--- src/rtl/hack_pkg.sv ---
// Shared definitions for the Hack control sequencer: FSM states, instruction
// field positions and jump codes.
package hack_pkg;

  typedef enum logic [1:0] {
    ST_FETCH = 2'd0,
    ST_EXEC  = 2'd1,
    ST_MWAIT = 2'd2
  } state_e;

  localparam int IS_C    = 15;
  localparam int A_BIT   = 12;
  localparam int COMP_HI = 11;
  localparam int COMP_LO = 6;
  localparam int DEST_A  = 5;
  localparam int DEST_D  = 4;
  localparam int DEST_M  = 3;
  localparam int J_LT    = 2;
  localparam int J_EQ    = 1;
  localparam int J_GT    = 0;

  localparam logic [2:0] JMP_NULL = 3'b000;
  localparam logic [2:0] JMP_JGT  = 3'b001;
  localparam logic [2:0] JMP_JEQ  = 3'b010;
  localparam logic [2:0] JMP_JGE  = 3'b011;
  localparam logic [2:0] JMP_JLT  = 3'b100;
  localparam logic [2:0] JMP_JNE  = 3'b101;
  localparam logic [2:0] JMP_JLE  = 3'b110;
  localparam logic [2:0] JMP_JMP  = 3'b111;

  function automatic logic [5:0] comp_bits(input logic [15:0] ir);
    return ir[COMP_HI:COMP_LO];
  endfunction

endpackage

--- src/rtl/hack_ctrl_seq_if.sv ---
// Fetch, ALU-control and memory-write signals between the sequencer (master)
// and its environment (slave). The halted flag exists only with HACK_HALT_DETECT_EN.
interface hack_ctrl_seq_if #(
  parameter int BUS_WIDTH  = 16,
  parameter int ADDR_WIDTH = 15
) ();

  logic [BUS_WIDTH-1:0]  instr;
  logic                  instr_valid;
  logic                  instr_ready;
  logic [ADDR_WIDTH-1:0] pc;
  logic [ADDR_WIDTH-1:0] a_val;
  logic                  zr;
  logic                  ng;
  logic                  zx, nx, zy, ny, f, no;
  logic                  sel_am;
  logic                  load_a;
  logic                  a_src;
  logic [BUS_WIDTH-1:0]  a_imm;
  logic                  load_d;
  logic                  m_wr_valid;
  logic                  m_wr_ready;
`ifdef HACK_HALT_DETECT_EN
  logic                  halted;
`endif

  modport master (
    input  instr, instr_valid, a_val, zr, ng, m_wr_ready,
    output instr_ready, pc, zx, nx, zy, ny, f, no, sel_am,
           load_a, a_src, a_imm, load_d, m_wr_valid
`ifdef HACK_HALT_DETECT_EN
    , output halted
`endif
  );

  modport slave (
    output instr, instr_valid, a_val, zr, ng, m_wr_ready,
    input  instr_ready, pc, zx, nx, zy, ny, f, no, sel_am,
           load_a, a_src, a_imm, load_d, m_wr_valid
`ifdef HACK_HALT_DETECT_EN
    , input halted
`endif
  );

endinterface

--- src/rtl/hack_jump_eval.sv ---
// Combinational Hack jump condition from the three jump bits and ALU flags.
module hack_jump_eval
  import hack_pkg::*;
(
  input  logic [2:0] jbits_i,
  input  logic       zr_i,
  input  logic       ng_i,
  output logic       jump_o
);

  // Flags are combined bitwise so inconsistent zr/ng pairs still follow the equation.
  always_comb begin
    jump_o = (jbits_i[J_LT] & ng_i)
           | (jbits_i[J_EQ] & zr_i)
           | (jbits_i[J_GT] & ~ng_i & ~zr_i);
  end

endmodule

--- src/rtl/hack_ctrl_seq.sv ---
// Multi-cycle Hack control sequencer: FETCH -> EXEC (-> MWAIT) -> FETCH.
// Optional HACK_HALT_DETECT_EN adds a sticky halt on an unconditional self-jump.
module hack_ctrl_seq
  import hack_pkg::*;
#(
  parameter int BUS_WIDTH  = 16,
  parameter int ADDR_WIDTH = 15
) (
  input logic             clk,
  input logic             rst,
  hack_ctrl_seq_if.master bus
);

  state_e                state_q;
  logic [ADDR_WIDTH-1:0] pc_q;
  logic [ADDR_WIDTH-1:0] pc_d;
  logic [BUS_WIDTH-1:0]  ir_q;
  logic                  run_q;
  logic                  halted_q;

  logic                  jump_s;
  logic                  c_active_s;
  logic                  c_done_s;
  logic                  a_done_s;
  logic                  ready_s;
  logic                  halt_s;
  logic [ADDR_WIDTH-1:0] pc_inc_s;

  hack_jump_eval u_jump (
    .jbits_i (ir_q[J_LT:J_GT]),
    .zr_i    (bus.zr),
    .ng_i    (bus.ng),
    .jump_o  (jump_s)
  );

  assign pc_inc_s   = pc_q + ADDR_WIDTH'(1);
  assign c_active_s = ir_q[IS_C] && ((state_q == ST_EXEC) || (state_q == ST_MWAIT));
  assign c_done_s   = c_active_s && (!ir_q[DEST_M] || bus.m_wr_ready);
  assign a_done_s   = !ir_q[IS_C] && (state_q == ST_EXEC);
  assign pc_d       = jump_s ? bus.a_val : pc_inc_s;

`ifdef HACK_HALT_DETECT_EN
  assign halt_s = c_done_s && (ir_q[J_LT:J_GT] == JMP_JMP) && (bus.a_val == pc_q);
`else
  assign halt_s = 1'b0;
`endif

  // run_q keeps instr_ready low while rst is high and until the first clock after release.
  assign ready_s = (state_q == ST_FETCH) && run_q && !halted_q;

  // Sequencer state, program counter and instruction register.
  always_ff @(posedge clk or posedge rst) begin
    if (rst) begin
      state_q  <= ST_FETCH;
      pc_q     <= '0;
      ir_q     <= '0;
      run_q    <= 1'b0;
      halted_q <= 1'b0;
    end else begin
      run_q <= 1'b1;
      case (state_q)
        ST_FETCH: begin
          if (ready_s && bus.instr_valid) begin
            ir_q    <= bus.instr;
            state_q <= ST_EXEC;
          end else begin
            state_q <= ST_FETCH;
          end
        end
        ST_EXEC, ST_MWAIT: begin
          if (a_done_s) begin
            pc_q    <= pc_inc_s;
            state_q <= ST_FETCH;
          end else if (c_done_s) begin
            pc_q     <= pc_d;
            state_q  <= ST_FETCH;
            halted_q <= halted_q | halt_s;
          end else begin
            state_q <= ST_MWAIT;
          end
        end
        default: state_q <= ST_FETCH;
      endcase
    end
  end

  // Output decode from registered state; strobes pulse only in the completion cycle.
  always_comb begin
    bus.instr_ready = ready_s;
    bus.pc          = pc_q;
    {bus.zx, bus.nx, bus.zy, bus.ny, bus.f, bus.no} = 6'b000000;
    bus.sel_am      = 1'b0;
    bus.m_wr_valid  = 1'b0;
    bus.load_a      = 1'b0;
    bus.a_src       = 1'b0;
    bus.load_d      = 1'b0;
    bus.a_imm       = '0;
    if (c_active_s) begin
      {bus.zx, bus.nx, bus.zy, bus.ny, bus.f, bus.no} = comp_bits(ir_q);
      bus.sel_am     = ir_q[A_BIT];
      bus.m_wr_valid = ir_q[DEST_M];
    end else begin
      bus.sel_am     = 1'b0;
    end
    if (c_done_s) begin
      bus.load_a = ir_q[DEST_A];
      bus.a_src  = 1'b1;
      bus.load_d = ir_q[DEST_D];
    end else if (a_done_s) begin
      bus.load_a = 1'b1;
      bus.a_src  = 1'b0;
      bus.a_imm  = BUS_WIDTH'(ir_q[ADDR_WIDTH-1:0]);
    end else begin
      bus.load_a = 1'b0;
    end
  end

`ifdef HACK_HALT_DETECT_EN
  assign bus.halted = halted_q;
`endif

endmodule

--- src/flat_wrapper.sv ---
// flat-port wrapper written by rule: the top's interface ports become plain ports
module hack_ctrl_seq_flat import hack_pkg::*;
#(
  parameter int BUS_WIDTH  = 16,
  parameter int ADDR_WIDTH = 15
)
  (clk, rst, bus_instr, bus_instr_valid, bus_a_val, bus_zr, bus_ng, bus_m_wr_ready, bus_instr_ready, bus_pc, bus_zx, bus_nx, bus_zy, bus_ny, bus_f, bus_no, bus_sel_am, bus_load_a, bus_a_src, bus_a_imm, bus_load_d, bus_m_wr_valid);
  hack_ctrl_seq_if #(.BUS_WIDTH(BUS_WIDTH), .ADDR_WIDTH(ADDR_WIDTH)) bus_i ();
  input logic clk;
  input logic rst;
  input wire logic [$bits(bus_i.instr)-1:0] bus_instr;
  input wire logic [$bits(bus_i.instr_valid)-1:0] bus_instr_valid;
  input wire logic [$bits(bus_i.a_val)-1:0] bus_a_val;
  input wire logic [$bits(bus_i.zr)-1:0] bus_zr;
  input wire logic [$bits(bus_i.ng)-1:0] bus_ng;
  input wire logic [$bits(bus_i.m_wr_ready)-1:0] bus_m_wr_ready;
  output wire logic [$bits(bus_i.instr_ready)-1:0] bus_instr_ready;
  output wire logic [$bits(bus_i.pc)-1:0] bus_pc;
  output wire logic [$bits(bus_i.zx)-1:0] bus_zx;
  output wire logic [$bits(bus_i.nx)-1:0] bus_nx;
  output wire logic [$bits(bus_i.zy)-1:0] bus_zy;
  output wire logic [$bits(bus_i.ny)-1:0] bus_ny;
  output wire logic [$bits(bus_i.f)-1:0] bus_f;
  output wire logic [$bits(bus_i.no)-1:0] bus_no;
  output wire logic [$bits(bus_i.sel_am)-1:0] bus_sel_am;
  output wire logic [$bits(bus_i.load_a)-1:0] bus_load_a;
  output wire logic [$bits(bus_i.a_src)-1:0] bus_a_src;
  output wire logic [$bits(bus_i.a_imm)-1:0] bus_a_imm;
  output wire logic [$bits(bus_i.load_d)-1:0] bus_load_d;
  output wire logic [$bits(bus_i.m_wr_valid)-1:0] bus_m_wr_valid;
  assign bus_i.instr = bus_instr;
  assign bus_i.instr_valid = bus_instr_valid;
  assign bus_i.a_val = bus_a_val;
  assign bus_i.zr = bus_zr;
  assign bus_i.ng = bus_ng;
  assign bus_i.m_wr_ready = bus_m_wr_ready;
  assign bus_instr_ready = bus_i.instr_ready;
  assign bus_pc = bus_i.pc;
  assign bus_zx = bus_i.zx;
  assign bus_nx = bus_i.nx;
  assign bus_zy = bus_i.zy;
  assign bus_ny = bus_i.ny;
  assign bus_f = bus_i.f;
  assign bus_no = bus_i.no;
  assign bus_sel_am = bus_i.sel_am;
  assign bus_load_a = bus_i.load_a;
  assign bus_a_src = bus_i.a_src;
  assign bus_a_imm = bus_i.a_imm;
  assign bus_load_d = bus_i.load_d;
  assign bus_m_wr_valid = bus_i.m_wr_valid;
  hack_ctrl_seq #(.BUS_WIDTH(BUS_WIDTH), .ADDR_WIDTH(ADDR_WIDTH)) u_core (.clk(clk), .rst(rst), .bus(bus_i));
endmodule
--- config.mk ---
export PLATFORM = sky130hd
export DESIGN_NAME = hack_ctrl_seq_flat
export DESIGN_NICKNAME = d
export VERILOG_FILES = /design/src/rtl/hack_pkg.sv /design/src/rtl/hack_ctrl_seq_if.sv /design/src/rtl/hack_jump_eval.sv /design/src/rtl/hack_ctrl_seq.sv /design/src/flat_wrapper.sv
export SDC_FILE = /design/constraint.sdc
export NUM_CORES = 1
export LEC_CHECK = 0
export ABC_CLOCK_PERIOD_IN_PS = 1500
export BUFFER_PORTS_ARGS = -buffer_cell sky130_fd_sc_hd__buf_2
export CORE_MARGIN = 3
export CORE_UTILIZATION = 40
export DETAILED_ROUTE_END_ITERATION = 16
export PLACE_DENSITY = 0.67
export SETUP_SLACK_MARGIN = 0.1
export SLEW_MARGIN = 25
export SYNTH_ARGS = -nofsm -noshare
export SYNTH_HDL_FRONTEND = slang
export SYNTH_SLANG_ARGS = --single-unit
--- constraint.sdc ---
create_clock -name clk -period 1.5 [get_ports clk]
set_input_delay 0 -clock clk [delete_from_list [all_inputs] [get_ports clk]]
set_output_delay 0 -clock clk [all_outputs]
set_load 0.01 [all_outputs]
# After elaboration in Yosys (flattened, before gate mapping)
# Index checks and enable logic that the tools add are counted.
totals:
  inputBits: 37
  word_cells: 50
  ff_bits: 34
  out_inout_bits: 43
op_classes:
  n_eq_ne: 2
  n_reduce_logical: 14
  n_bitwise: 8
  mux: 21
  add_sub_neg: 1
op_table:
  columns: ["op", "n"]
  rows:
  - ["$mux W15", 4]
  - ["$mux W16", 1]
  - ["$add A15 B1 Y15 const B", 1]
  - ["$mux W1", 13]
  - ["$logic_and A1 B1 Y1", 5]
  - ["$and A1 B1 Y1", 4]
  - ["$mux W2", 2]
  - ["$pmux W2 S2", 1]
  - ["$reduce_and A2 Y1", 2]
  - ["$eq A2 B1 Y1 const B", 1]
  - ["$eq A2 B2 Y1 const B", 1]
  - ["$logic_not A1 Y1", 2]
  - ["$logic_not A2 Y1", 1]
  - ["$logic_or A1 B1 Y1", 2]
  - ["$not A1 Y1", 2]
  - ["$or A1 B1 Y1", 2]
  - ["$reduce_bool A2 Y1", 1]
  - ["$reduce_or A2 Y1", 1]

# Longest topological paths before layout
depth:
  word_depth: 7
  ltp_mapped: 8
  mapped_depth_nobuf: 6

# Modules after synthesis
# Synthesis repeated with hierarchy kept, for this count alone.
unflattened:
  hier_cells: 202
  hier_area_um2: 2026.9
modules_own_cells:
  columns: ["module", "n_inst", "seq_area_each_um2", "area_each_um2", "cells_each"]
  rows:
  - ["hack_ctrl_seq", 1, 850.8, 2009.4, 200]
  - ["hack_jump_eval", 1, 0.0, 17.5, 2]

# Worst setup path after synthesis
# No wires, ideal clock.
synth_path:
  kind: "flip-flop to flip-flop"
  startpoint: "register u_core.state_q[0]"
  endpoint: "register u_core.ir_q[0]"
  slack_ns: -0.161
  arrival_time_ns: 1.536
  t_required_ns: 1.375
  n_path_buf: 1
  synth_period_minus_slack_ns: 1.661
  stages_incl_launch_ff: 7
  setup_time_ns: 0.125
  cell_sequence: "dfrtp_1 -> inv_1 -> ha_1 -> and2_1 -> nand2_1 -> buf_2 -> mux2_2"
synth_via:
  elab_chain_len: 4
synth_rtl:
  columns: ["item", "line", "rtl"]
  rows:
  - ["start, declared", "hack_ctrl_seq.sv:14", "state_e state_q;"]
  - ["start signal, assigned", "hack_ctrl_seq.sv:54", "state_q <= ST_FETCH;"]
  - ["start signal, assigned", "hack_ctrl_seq.sv:65", "state_q <= ST_EXEC;"]
  - ["start signal, assigned", "hack_ctrl_seq.sv:67", "state_q <= ST_FETCH;"]
  - ["$logic_not A2 Y1", "hack_ctrl_seq.sv:49", "assign ready_s = (state_q == ST_FETCH) && run_q && !halted_q;"]
  - ["$logic_and A1 B1 Y1", "hack_ctrl_seq.sv:49", null]
  - ["named net bus_instr_ready", "flat_wrapper.sv:17", "output wire logic [$bits(bus_i.instr_ready)-1:0] bus_instr_ready;"]
  - ["$logic_and A1 B1 Y1", "hack_ctrl_seq.sv:63", "if (ready_s && bus.instr_valid) begin"]
  - ["$reduce_and A2 Y1 (no source line)", null, null]
  - ["end signal, assigned", "hack_ctrl_seq.sv:64", "ir_q <= bus.instr;"]
  - ["end, declared", "hack_ctrl_seq.sv:17", "logic [BUS_WIDTH-1:0] ir_q;"]
# The timed path passes the listed nets, and every way through them passes these cells.
# A chain may end at the register's enable or synchronous reset.

# Worst setup path in the final report
layout_path:
  startpoint: "register u_core.state_q[0]"
  endpoint: "register u_core.pc_q[10] (netlist: u_core.bus.pc[10])"
layout_via:
  elab_chain_len: 6
  word_cells_on_any_way: 10
  classes_between: "eq/ne: 2; mux: 1; reduce/logical: 7"
layout_rtl:
  columns: ["item", "line", "rtl"]
  rows:
  - ["$eq A2 B1 Y1 or $eq A2 B2 Y1 (tied branches)", "hack_ctrl_seq.sv:37, hack_ctrl_seq.sv:39, hack_ctrl_seq.sv:61", null]
  - ["$logic_or A1 B1 Y1", "hack_ctrl_seq.sv:37", "assign c_active_s = ir_q[IS_C] && ((state_q == ST_EXEC) || (state_q == ST_MWAIT));"]
  - ["$logic_and A1 B1 Y1", "hack_ctrl_seq.sv:37", null]
  - ["$logic_and A1 B1 Y1", "hack_ctrl_seq.sv:38", "assign c_done_s = c_active_s && (!ir_q[DEST_M] || bus.m_wr_ready);"]
  - ["$reduce_bool A2 Y1 (no source line)", null, null]
  - ["$reduce_and A2 Y1 (no source line)", null, null]
  - ["end signal, assigned", "hack_ctrl_seq.sv:72", "pc_q <= pc_inc_s;"]
  - ["end signal, assigned", "hack_ctrl_seq.sv:75", "pc_q <= pc_d;"]
  - ["end, declared", "hack_ctrl_seq.sv:15", "logic [ADDR_WIDTH-1:0] pc_q;"]
# Parallel ways exist; a longest one is shown, timed or not.

==> metrics <==
status complete, but fails checks; failing checks setup timing; clock sink total 34; TritonCTS clock tree built; Hold Path Class input port to flip-flop; Starting Density between 40 and 50%; Pins Over Slew Limit 0; crit path DAT 1.86 ns; top cell type's share of synthesized area 41.6%; first-pass iteration count of the detailed router 4; filler cell count in the final layout around 340; RSZ-0062 raised after global routing yes; setup violators final 41; critical path class flip-flop to flip-flop; Hold Fails Final Rpt 0; # DRC 0; post-route setup slack -0.198 ns; DIE HEIGHT 77.5 µm; Setup crit start kind flip-flop; routability cong. 0.783; number of synthesized flops with an enable pin 0; Overflow after GRT 0; Crit path required time 1.66 ns; largest area contributor in the netlist dfrtp_1; met3 Use GR 3.25%; Peak supply drop 0.834 mV; Total GRT Usage between 20% and 30%; Port Buffer Count 78; Worst Skew between 0.005 and 0.006 ns; largest net degree at the start of global routing 31; DR iter-0 viols 139; Clk Latency, worst-skew pair 0.28 ns; clk root buf clkbuf_8; Synth Warn # 0; vias in the first global route 1991; ANT cells 0; Routed Antenna Nets 0; Pwr Density 1840 nW/µm²; met1 Usage GRT between 20 and 30%; global routing's busiest layer met2; Fin Hold WS approximately 0.0052 ns; vias per cell around 5.3; Avg Inst Size Synth 10.4 µm²; Site Rows 25; most common cell in the netlist dfrtp_1; register bit total from synthesis 34; total chip power 6480 µW; clock slew at reported path FFs ~0.07 ns; Top FF cell, synth dfrtp_1; global-route wire length before repair 9750 µm; Cell variety after synth 42; Max-cap violations 0; CP max FO 5; final wirelength a little under 7000 µm; I/O pin total 80; initial antenna violation count 0; post-route minimum period 1.70 ns; share of the yosys chip area belonging to registers 41.6%; via count approximately 2.1k; Layout area overhead 72.6%; clk buf depth 2; die width 77.5 µm; die area 6000 µm²; GR Util met2 roughly a third; Synth top cells by count 34 x dfrtp_1, 18 x and2_1, 16 x mux2_2; Max Clk Rate just under 600 MHz; H-tree depth 2; Mapped Area 2040 µm²; Wirelength per Cell 17.4 µm; cell count after synthesis 196; Post-Syn Nets roughly 240; fin nets 370; share of layout cells above drive strength 1 60.3%; DP HPWL 3840 µm; CP Capture Type flip-flop; core region area slightly below 5000 µm²; Post-synth ARST share 100%; crit share post-route 113%; total CTS buffers 5; synth top area cells dfrtp_1 42%, mux2_2 8.8%, and2_1 5.5%; Leak 0.00167 µW
## layer usage
metal / up-vias / wire (µm)
li1: 977 / -
met1: 1044 / 2930
met2: 68 / 3620
met3: 9 / 262
met4: 0 / 102
met5: - / 0
## cells by family (layout without fill, tap and decap cells)
family | after synthesis | count (layout) | share of synthesized area [%]
other cells | 2 | 2 | 0.367
fa+ha+maj | 4 | 4 | 2.45
simple gates | 70 | 72 | 20.4
mux | 26 | 26 | 13.7
flops | 34 | 34 | 41.6
compound gates | 37 | 37 | 15.2
buf+inv | 23 | 155 | 6.24
## cell usage in the layout (no fill, tap or decap), types with 9 or more instances in the layout
cell type      synthesis  routed
mux2_4                 0      15
a21oi_2               10      10
dlygate4sd3_1          0      20
dfrtp_1               34      32
and2_1                18      10
nand3_1                9       9
buf_2                  4      63
buf_6                  2      25
buf_4                  1      27
## path summary, 6_finish.rpt
| check | depth (start not counted) | slack [ns] | endpoint | from |
|---|---|---|---|---|
| max in group asynchronous | 4 | 0.68 | u_core.bus.pc[1]$_DFFE_PP0P_ | rst |
| min | 3 | 0.005 | u_core.bus.pc[6]$_DFFE_PP0P_ | bus_a_val[6] |
| max | 7 | -0.20 | u_core.bus.pc[10]$_DFFE_PP0P_ | u_core.state_q[0]$_DFF_PP0_ |
| min in group asynchronous | 3 | 0.16 | u_core.ir_q[14]$_DFFE_PP0P_ | rst |
| max reg2reg | 7 | -0.20 | u_core.bus.pc[10]$_DFFE_PP0P_ | u_core.state_q[0]$_DFF_PP0_ |
| min reg2reg | 1 | 0.52 | u_core.ir_q[13]$_DFFE_PP0P_ | u_core.ir_q[13]$_DFFE_PP0P_ |
## power breakdown
| group | switching, µW | internal [µW] |
|---|---|---|
| combinational | 1820 | 2180 |
| clock | 343 | 369 |
| sequential | 413 | 1350 |
## registers in the layout, indices dropped and copies added, names as in the netlist
name and cells:
u_core.ir_q 16, u_core.bus.pc 15, u_core.state_q 2, u_core.run_q 1
## repair_timing
item                       CTS  global route
cloned                       2             1
gates resized for setup     21            52
setup buffers                8             3
hold buffers                20             0
setup endpoints to repair   58            57
pin swaps                   16            20
hold endpoints to repair    53             0
## layout make-up
cell class / count / area [µm²] / share of cell area (%)
Multi-Input combinational cell: 141 / 1390 / 39.4
Clock inverter: 2 / 12.5 / 0.355
Clock buffer: 6 / 82.6 / 2.34
Tap cell: 67 / 83.8 / 2.38
Inverter: 8 / 30.0 / 0.851
Sequential cell: 34 / 853 / 24.2
Timing Repair Buffer: 139 / 1070 / 30.5
## critical path, stage by stage, from the launching register on
cell and delay [ns]:
dfrtp_1 0.43, ha_4 0.18, nor2b_4 0.12, buf_6 0.13, buf_6 0.11, a21oi_4 0.23, o21ai_0 0.18, o2bb2ai_1 0.17
## through the flow
step           TNS (ns)  instances  instance area, µm²  utilization, %  setup slack [ns]
2_1_floorplan         0        196                2170               -           0.00269
3_3_place_gp     -0.227        356                2750            57.0           -0.0498
3_5_place_dp     -0.742        356                2750            57.0            -0.109
4_1_cts           -2.39        394                3240            67.3            -0.117
5_1_grt           -5.93        397                3530            73.2            -0.260
6_report          -3.59        397                3530            73.2            -0.198
(Power assumes the default switching activity.)
